$ cat config.mk
export PLATFORM = sky130hd
export DESIGN_NAME = csi_decoder_flat
export DESIGN_NICKNAME = d
export VERILOG_FILES = /design/src/rtl/csi_pkg.sv /design/src/rtl/csi_decoder_if.sv /design/src/rtl/csi_param_acc.sv /design/src/rtl/csi_decoder.sv /design/src/flat_wrapper.sv
export SDC_FILE = /design/constraint.sdc
export NUM_CORES = 1
export LEC_CHECK = 0
export CAP_MARGIN = 30
export CORE_MARGIN = 2
export CORE_UTILIZATION = 57
export CTS_CLUSTER_SIZE = 8
export DETAILED_ROUTE_END_ITERATION = 7
export PLACE_DENSITY_LB_ADDON = 0.3
export SLEW_MARGIN = 5
export SYNTH_ARGS = -nofsm -noshare
export SYNTH_HDL_FRONTEND = slang
export SYNTH_SLANG_ARGS = --single-unit
$ cat constraint.sdc
create_clock -name clk -period 3.9 [get_ports clk]
set_clock_uncertainty 0.15 [all_clocks]
set_input_delay 0.975 -clock clk [delete_from_list [all_inputs] [get_ports clk]]
set_output_delay 0.975 -clock clk [all_outputs]
set_load 0.01 [all_outputs]
$ cat src/rtl/csi_pkg.sv
// Shared command/state types and byte constants for the CSI decoder.
// CSI_TEXT_CMD_EN adds the TEXT state used for typed-word commands.
package csi_pkg;

    typedef enum logic [4:0] {
        CMD_NONE,
        CMD_UNKNOWN,
        CMD_CUU,
        CMD_CUD,
        CMD_CUF,
        CMD_CUB,
        CMD_CNL,
        CMD_CPL,
        CMD_CHA,
        CMD_CUP,
        CMD_ED,
        CMD_EL,
        CMD_SU,
        CMD_SD,
        CMD_HVP,
        CMD_SCP,
        CMD_RCP,
        CMD_DEL,
        CMD_CLEAR,
        CMD_UNAME
    } cmd_e;

`ifdef CSI_TEXT_CMD_EN
    typedef enum logic [2:0] {
        ST_IDLE, ST_ESC, ST_CSI, ST_TEXT
    } state_e;
`else
    typedef enum logic [2:0] {
        ST_IDLE, ST_ESC, ST_CSI
    } state_e;
`endif

    localparam logic [7:0] B_ESC   = 8'h1B;
    localparam logic [7:0] B_CSI   = 8'h5B;
    localparam logic [7:0] B_SEP   = 8'h3B;
    localparam logic [7:0] B_TILDE = 8'h7E;

    localparam logic [39:0] TXT_CLEAR = "clear";
    localparam logic [63:0] TXT_UNAME = "uname -a";

    function automatic cmd_e final_cmd(
        input logic [7:0] b,
        input logic       p0_is3
    );
        cmd_e c;
        case (b)
            8'h41:   c = CMD_CUU;
            8'h42:   c = CMD_CUD;
            8'h43:   c = CMD_CUF;
            8'h44:   c = CMD_CUB;
            8'h45:   c = CMD_CNL;
            8'h46:   c = CMD_CPL;
            8'h47:   c = CMD_CHA;
            8'h48:   c = CMD_CUP;
            8'h4A:   c = CMD_ED;
            8'h4B:   c = CMD_EL;
            8'h53:   c = CMD_SU;
            8'h54:   c = CMD_SD;
            8'h66:   c = CMD_HVP;
            8'h73:   c = CMD_SCP;
            8'h75:   c = CMD_RCP;
            B_TILDE: c = p0_is3 ? CMD_DEL : CMD_UNKNOWN;
            default: c = CMD_UNKNOWN;
        endcase
        return c;
    endfunction

    // Cursor-motion style commands treat an omitted count as 1.
    function automatic logic dflt_one(input cmd_e c);
        return c inside {CMD_CUU, CMD_CUD, CMD_CUF, CMD_CUB,
                         CMD_CNL, CMD_CPL, CMD_CHA, CMD_CUP,
                         CMD_HVP, CMD_SU, CMD_SD};
    endfunction

endpackage

$ cat src/rtl/csi_decoder_if.sv
// Byte-in / command-out bundle of the CSI decoder.
// master drives bytes, slave is the decoder.
interface csi_decoder_if
    import csi_pkg::*;
#(
    parameter int NPARAM = 2,
    parameter int PW     = 8
);
    logic [7:0]           in;
    logic                 in_valid;
    logic                 cmd_valid;
    cmd_e                 cmd_code;
    logic [NPARAM*PW-1:0] params;
    logic [2:0]           nparams;
    logic                 err;
    logic [2:0]           state;

    modport master (
        output in, in_valid,
        input  cmd_valid, cmd_code, params,
        input  nparams, err, state
    );

    modport slave (
        input  in, in_valid,
        output cmd_valid, cmd_code, params,
        output nparams, err, state
    );
endinterface

$ cat src/rtl/csi_param_acc.sv
// One decimal parameter slot: saturating value*10+digit
// plus a flag recording that at least one digit arrived.
module csi_param_acc #(
    parameter int PW = 8
) (
    input  logic          clk,
    input  logic          _rst,
    input  logic          i_clr,
    input  logic          i_inc,
    input  logic [3:0]    i_digit,
    output logic [PW-1:0] o_val,
    output logic          o_present
);
    logic [PW-1:0] r_val;
    logic          r_present;
    logic [PW+3:0] w_next;
    logic [PW-1:0] w_sat;

    assign w_next = {4'b0, r_val} * (PW+4)'(10)
                  + {{PW{1'b0}}, i_digit};
    assign w_sat  = (w_next[PW+3:PW] != 4'b0) ? '1
                                              : w_next[PW-1:0];

    always_ff @(posedge clk or negedge _rst) begin
        if (!_rst) begin
            r_val     <= '0;
            r_present <= 1'b0;
        end else if (i_clr) begin
            r_val     <= '0;
            r_present <= 1'b0;
        end else if (i_inc) begin
            r_val     <= w_sat;
            r_present <= 1'b1;
        end
    end

    assign o_val     = r_val;
    assign o_present = r_present;
endmodule

$ cat src/rtl/csi_decoder.sv
// ANSI CSI escape-sequence decoder with registered command outputs.
// Define CSI_TEXT_CMD_EN to add "clear"/"uname -a" word commands.
module csi_decoder
    import csi_pkg::*;
#(
    parameter int NPARAM = 2,
    parameter int PW     = 8
) (
    input logic          clk,
    input logic          _rst,
    csi_decoder_if.slave bus
);
    logic [7:0] w_b;
    logic       w_v;
    logic       w_dig;
    logic       w_fin;
    logic       w_clr;

    assign w_b   = bus.in;
    assign w_v   = bus.in_valid;
    assign w_dig = (w_b >= 8'h30) && (w_b <= 8'h39);
    assign w_fin = (w_b >= 8'h40) && (w_b <= 8'h7E);

    state_e               r_state;
    logic [2:0]           r_slot;
    logic                 r_cmd_valid;
    logic                 r_err;
    cmd_e                 r_cmd;
    logic [NPARAM*PW-1:0] r_params;
    logic [2:0]           r_n;

`ifdef CSI_TEXT_CMD_EN
    logic [63:0] r_buf;
    logic [3:0]  r_tlen;
    logic        w_print;
    assign w_print = (w_b >= 8'h20) && (w_b <= 8'h7E);
`endif

    assign w_clr = w_v && (r_state == ST_ESC) && (w_b == B_CSI);

    logic [PW-1:0]     w_val [NPARAM];
    logic [NPARAM-1:0] w_pres;

    for (genvar g = 0; g < NPARAM; g++) begin : g_acc
        csi_param_acc #(.PW(PW)) u_acc (
            .clk       (clk),
            ._rst      (_rst),
            .i_clr     (w_clr),
            .i_inc     (w_v && (r_state == ST_CSI) && w_dig
                        && (r_slot == 3'(g))),
            .i_digit   (w_b[3:0]),
            .o_val     (w_val[g]),
            .o_present (w_pres[g])
        );
    end

    cmd_e                 w_cmd;
    logic                 w_one;
    logic [NPARAM*PW-1:0] w_params;
    logic [2:0]           w_cnt;

    // Omitted slots take the command's default, present ones keep their value.
    always_comb begin
        w_cmd    = final_cmd(w_b, w_val[0] == PW'(3));
        w_one    = dflt_one(w_cmd);
        w_params = '0;
        w_cnt    = '0;
        for (int i = 0; i < NPARAM; i++) begin
            w_params[i*PW +: PW] = w_pres[i] ? w_val[i] : PW'(w_one);
            w_cnt = w_cnt + 3'(w_pres[i]);
        end
    end

    always_ff @(posedge clk or negedge _rst) begin
        if (!_rst) begin
            r_state     <= ST_IDLE;
            r_slot      <= '0;
            r_cmd_valid <= 1'b0;
            r_err       <= 1'b0;
            r_cmd       <= CMD_NONE;
            r_params    <= '0;
            r_n         <= '0;
`ifdef CSI_TEXT_CMD_EN
            r_buf       <= '0;
            r_tlen      <= '0;
`endif
        end else begin
            r_cmd_valid <= 1'b0;
            r_err       <= 1'b0;
            if (w_v) begin
                unique case (r_state)
                    ST_IDLE: begin
                        if (w_b == B_ESC) begin
                            r_state <= ST_ESC;
`ifdef CSI_TEXT_CMD_EN
                        end else if (w_print) begin
                            r_state <= ST_TEXT;
                            r_buf   <= {56'b0, w_b};
                            r_tlen  <= 4'd1;
`endif
                        end
                    end
                    ST_ESC: begin
                        if (w_b == B_CSI) begin
                            r_state <= ST_CSI;
                            r_slot  <= '0;
                        end else if (w_b != B_ESC) begin
                            r_state <= ST_IDLE;
                            r_err   <= 1'b1;
                        end
                    end
                    ST_CSI: begin
                        if (w_dig) begin
                            r_state <= ST_CSI;
                        end else if (w_b == B_SEP) begin
                            // slot NPARAM acts as a discard bucket
                            if (r_slot < 3'(NPARAM))
                                r_slot <= r_slot + 3'd1;
                        end else if (w_fin) begin
                            r_state     <= ST_IDLE;
                            r_cmd_valid <= 1'b1;
                            r_cmd       <= w_cmd;
                            r_params    <= w_params;
                            r_n         <= w_cnt;
                        end else if (w_b == B_ESC) begin
                            r_state <= ST_ESC;
                            r_err   <= 1'b1;
                        end else begin
                            r_state <= ST_IDLE;
                            r_err   <= 1'b1;
                        end
                    end
`ifdef CSI_TEXT_CMD_EN
                    ST_TEXT: begin
                        if (w_b == B_ESC) begin
                            r_state <= ST_ESC;
                        end else if (w_b == 8'h00 || w_b == 8'h0D) begin
                            r_state <= ST_IDLE;
                            if (r_tlen == 4'd5
                                && r_buf[39:0] == TXT_CLEAR) begin
                                r_cmd_valid <= 1'b1;
                                r_cmd       <= CMD_CLEAR;
                                r_params    <= '0;
                                r_n         <= '0;
                            end else if (r_tlen == 4'd8
                                         && r_buf == TXT_UNAME) begin
                                r_cmd_valid <= 1'b1;
                                r_cmd       <= CMD_UNAME;
                                r_params    <= '0;
                                r_n         <= '0;
                            end
                        end else if (r_tlen == 4'd8) begin
                            r_state <= ST_IDLE;
                        end else begin
                            r_buf  <= {r_buf[55:0], w_b};
                            r_tlen <= r_tlen + 4'd1;
                        end
                    end
`endif
                    default: r_state <= ST_IDLE;
                endcase
            end
        end
    end

    assign bus.cmd_valid = r_cmd_valid;
    assign bus.cmd_code  = r_cmd;
    assign bus.params    = r_params;
    assign bus.nparams   = r_n;
    assign bus.err       = r_err;
    assign bus.state     = r_state;
endmodule

$ cat src/flat_wrapper.sv
// flat-port wrapper written by rule: the top's interface ports become plain ports
module csi_decoder_flat import csi_pkg::*;
#(
    parameter int NPARAM = 2,
    parameter int PW     = 8
)
  (clk, _rst, bus_in, bus_in_valid, bus_cmd_valid, bus_cmd_code, bus_params, bus_nparams, bus_err, bus_state);
  csi_decoder_if #(.NPARAM(NPARAM), .PW(PW)) bus_i ();
  input logic clk;
  input logic _rst;
  input wire logic [$bits(bus_i.in)-1:0] bus_in;
  input wire logic [$bits(bus_i.in_valid)-1:0] bus_in_valid;
  output wire logic [$bits(bus_i.cmd_valid)-1:0] bus_cmd_valid;
  output wire logic [$bits(bus_i.cmd_code)-1:0] bus_cmd_code;
  output wire logic [$bits(bus_i.params)-1:0] bus_params;
  output wire logic [$bits(bus_i.nparams)-1:0] bus_nparams;
  output wire logic [$bits(bus_i.err)-1:0] bus_err;
  output wire logic [$bits(bus_i.state)-1:0] bus_state;
  assign bus_i.in = bus_in;
  assign bus_i.in_valid = bus_in_valid;
  assign bus_cmd_valid = bus_i.cmd_valid;
  assign bus_cmd_code = bus_i.cmd_code;
  assign bus_params = bus_i.params;
  assign bus_nparams = bus_i.nparams;
  assign bus_err = bus_i.err;
  assign bus_state = bus_i.state;
  csi_decoder #(.NPARAM(NPARAM), .PW(PW)) u_core (.clk(clk), ._rst(_rst), .bus(bus_i));
endmodule
==> flow_metrics.env <==
export IMPL_status="complete, no violations"
export IMPL_r2r_end="u_core.g_acc[0].u_acc.o_val[6]"
export IMPL_postRouteAntennaNets=0
export IMPL_maxCapViolations=0
export IMPL_wl_per_cell_um=15.6
export IMPL_power_mw=1.10
export IMPL_cts_sinks=48
export IMPL_slew_headroom=0.572
export IMPL_setup_worst_path_start="u_core.g_acc[0].u_acc.o_val[3]"
export IMPL_crit_type="reg2reg"
export IMPL_fin_area_um2=4090
export IMPL_synth_area_leaders="dfrtp_1 34%, ha_1 14%, a21oi_1 6.7%, nand2_1 5.7%, nand3_1 3.0%"
export IMPL_viasPerCell=6.01
export IMPL_insertion_delay_ps=300
export IMPL_synth_distinct_cells=59
export IMPL_num_vias=3046
export IMPL_leakage_nw=2.01
export IMPL_rows=28
export IMPL_seq_area_frac_synth=0.342
export IMPL_antenna_cells=0
export IMPL_rsz0062_at_grt="no"
export IMPL_cts_htree_levels=2
export IMPL_yosysMostFrequentCell="nand2_1"
export IMPL_overflow=0
export IMPL_path_clk_slew_ps=90
export IMPL_ios=40
export IMPL_layout_nets=484
export IMPL_crit_arrival_ps=3430
export IMPL_nFillCells=457
export IMPL_tns_ps=0
export IMPL_drt_iter0_markers=261
export IMPL_ctsResizeCount=0
export IMPL_syn_to_final_growth_pct=16.4
export IMPL_worst_path_most_repeated_cell="ha_1"
export IMPL_io_buffers=37
export IMPL_die_w_um=82.5
export IMPL_placed_area_um2=3950
export IMPL_final_max_slew_viol_count=0
export IMPL_dr_pass1_iters=6
export IMPL_worstMarginPinSlew_ps=636
export IMPL_gp_congestion=0.892
export IMPL_grt_pass1_wl_mm=13.5
export IMPL_cp_top_family="adder cells"
export IMPL_cp_max_fo=8
export IMPL_reg2reg_from="u_core.g_acc[0].u_acc.o_val[3]"
export IMPL_drc=0
export IMPL_start_util=0.593
export IMPL_setup_ws_ps=548
export IMPL_clockBufferDepth=2
export IMPL_hold_buffers=0
export IMPL_setup_viol=0
export IMPL_synth_area_um2=3510
export IMPL_wirelength_mm=7.90
export IMPL_critPathCapture="u_core.g_acc[0].u_acc.o_val[6]"
export IMPL_cts_made_buffers=5
export IMPL_track_usage=0.258
export IMPL_min_path_type="reg2reg"
export IMPL_period_share=0.860
export IMPL_ys_flop_type="dfrtp_1"
export IMPL_place_hpwl_mm=5.97
export IMPL_start_kind="register"
export IMPL_syn_area_per_cell_um2=8.82
export IMPL_critPathRequiredTime_ps=3980
export IMPL_synth_edf_count=0
export IMPL_r2r_slack_ps=550
export IMPL_critPathMaxStageDelay_ps=610
export IMPL_crit_slowest_cell="nor4_1"
export IMPL_synth_top_cell_by_area="dfrtp_1"
export IMPL_period_needed_ps=3350
export IMPL_max_freq_mhz=298
export IMPL_path_cells="ha_1 -> ha_1 -> fa_1 -> xnor2_1 -> nor4_1 -> nor2b_1 -> mux2i_1 -> o2111a_1 -> a21oi_1"
export IMPL_path_depth=9
export IMPL_synthArstFlopShare=1.00
export IMPL_synth_seq_cells=48
export IMPL_endpoint_kind="register"
export IMPL_synth_cells=398
export IMPL_dp_slack_ps=370
export IMPL_grt_max_degree=41
export IMPL_yosys_warnings=0
export IMPL_worstRegToRegCells=9
export IMPL_grt_pass1_vias=2895
export IMPL_power_per_cell_area_nw_per_um2=269
export IMPL_grt_antenna_before_repair=0
export IMPL_finalHoldViolations=0
export IMPL_worst_path_buf_inv=0
export IMPL_holdWs_ps=320
export IMPL_synth_top_cells_by_count="53 x nand2_1, 48 x dfrtp_1, 47 x a21oi_1"
export IMPL_ir_drop_mv=0.186
export IMPL_die_height_um=82.5
export IMPL_coreArea_um2=5920
export IMPL_cts_root_buf="clkbuf_8"
export IMPL_tritoncts="built"
export IMPL_die_area_um2=6800
export IMPL_drive_gt1_frac=0.0625
export IMPL_postCtsSetupBuffers=0
export IMPL_synth_top_cell_area_share=0.342
==> logic make-up (layout without fill, tap and decap cells) <==
family,after synthesis,after routing,share of synthesized area
other,1,2,0.00107
buffers and inverters,42,75,0.0527
AND/OR/NAND/NOR,143,143,0.211
AO/OA/AOI/OAI,101,101,0.180
flip-flops,48,48,0.342
multiplexers,5,5,0.0150
adder cells (fa/ha/maj),42,42,0.158
XOR/XNOR,16,16,0.0399
==> layer usage <==
metal | track usage | part of all wire
met5 | 0 | 0
met3 | 0.0402 | 0.052
met1 | 0.360 | 0.46
met4 | 0.0867 | 0.018
met2 | 0.409 | 0.47
==> how the worst min path moves through the flow <==
stage / slack (ps) / end / cells after the start / startpoint
6_report: 320 / u_core.bus.params[14] / 2 / u_core.bus.params[14]
5_1_grt: 350 / u_core.bus.params[5] / 2 / u_core.bus.params[5]
4_1_cts: 330 / u_core.bus.params[14] / 2 / u_core.bus.params[14]
3_5_place_dp: 300 / u_core.bus.params[5] / 2 / u_core.bus.params[5]
3_3_place_gp: 300 / u_core.bus.params[6] / 2 / u_core.bus.params[6]
2_1_floorplan: 360 / u_core.bus.params[10] / 2 / u_core.bus.params[10]
==> metrics by stage <==
step | std cells | utilization
final | 507 | 0.690
after global routing | 507 | 0.690
after CTS | 507 | 0.690
after detailed placement | 499 | 0.667
after global placement | 498 | 0.663
after floorplan | 399 | -
==> cell type report <==
cell class | instances | area [um^2] | area share
multi-input combinational | 309 | 2130 | 0.521
sequential | 48 | 1200 | 0.294
timing repair buffer | 46 | 445 | 0.109
tap | 75 | 93.8 | 0.0230
inverter | 21 | 78.8 | 0.0193
clock buffer | 5 | 68.8 | 0.0168
clock inverter | 3 | 68.8 | 0.0168
==> sequential cells by signal, indices dropped and copies added (netlist names) <==
signal,cells
u_core.g_acc.u_acc.o_val,16
u_core.r_slot,3
u_core.bus.cmd_valid,1
u_core.bus.err,1
u_core.bus.state,2
u_core.bus.params,16
u_core.bus.nparams,2
u_core.bus.cmd_code,5
u_core.g_acc.u_acc.o_present,2
==> tightest hold or removal path: cells and delay by family, from the launching register on <==
family           cells  cell delay (ps)
flip-flops           1              350
AND/OR/NAND/NOR      2              100
==> cell usage in the layout (no fill, tap or decap), drive strengths merged, types with 2 or more instances in the layout <==
cell	Yosys	routed
bufinv	0	2
nor3b	2	2
conb	1	2
xor2	10	10
fa	4	4
or3	3	3
nor2	18	18
clkdlybuf4s50	0	36
o311ai	3	3
a211oi	5	5
inv	21	22
nand2	53	53
o21ai	14	14
a2111oi	2	2
xnor2	6	6
nor2b	4	4
o2111a	2	2
ha	38	38
a21oi	47	47
a21o	5	5
dfrtp	48	48
mux2	2	2
o32ai	4	4
o21bai	3	3
nor4	6	6
o21a	4	4
and3	3	3
mux2i	3	3
nand3	21	21
nand4	2	2
clkbuf	8	5
nor3	11	11
a31oi	2	2
nand2b	10	10
buf	13	10
==> report_power, final <==
group,switching (mW),internal [mW]
sequential,0.00863,0.506
combinational,0.0793,0.0647
clock,0.180,0.258
total,0.268,0.829
Power figures use the tool's default switching activity.
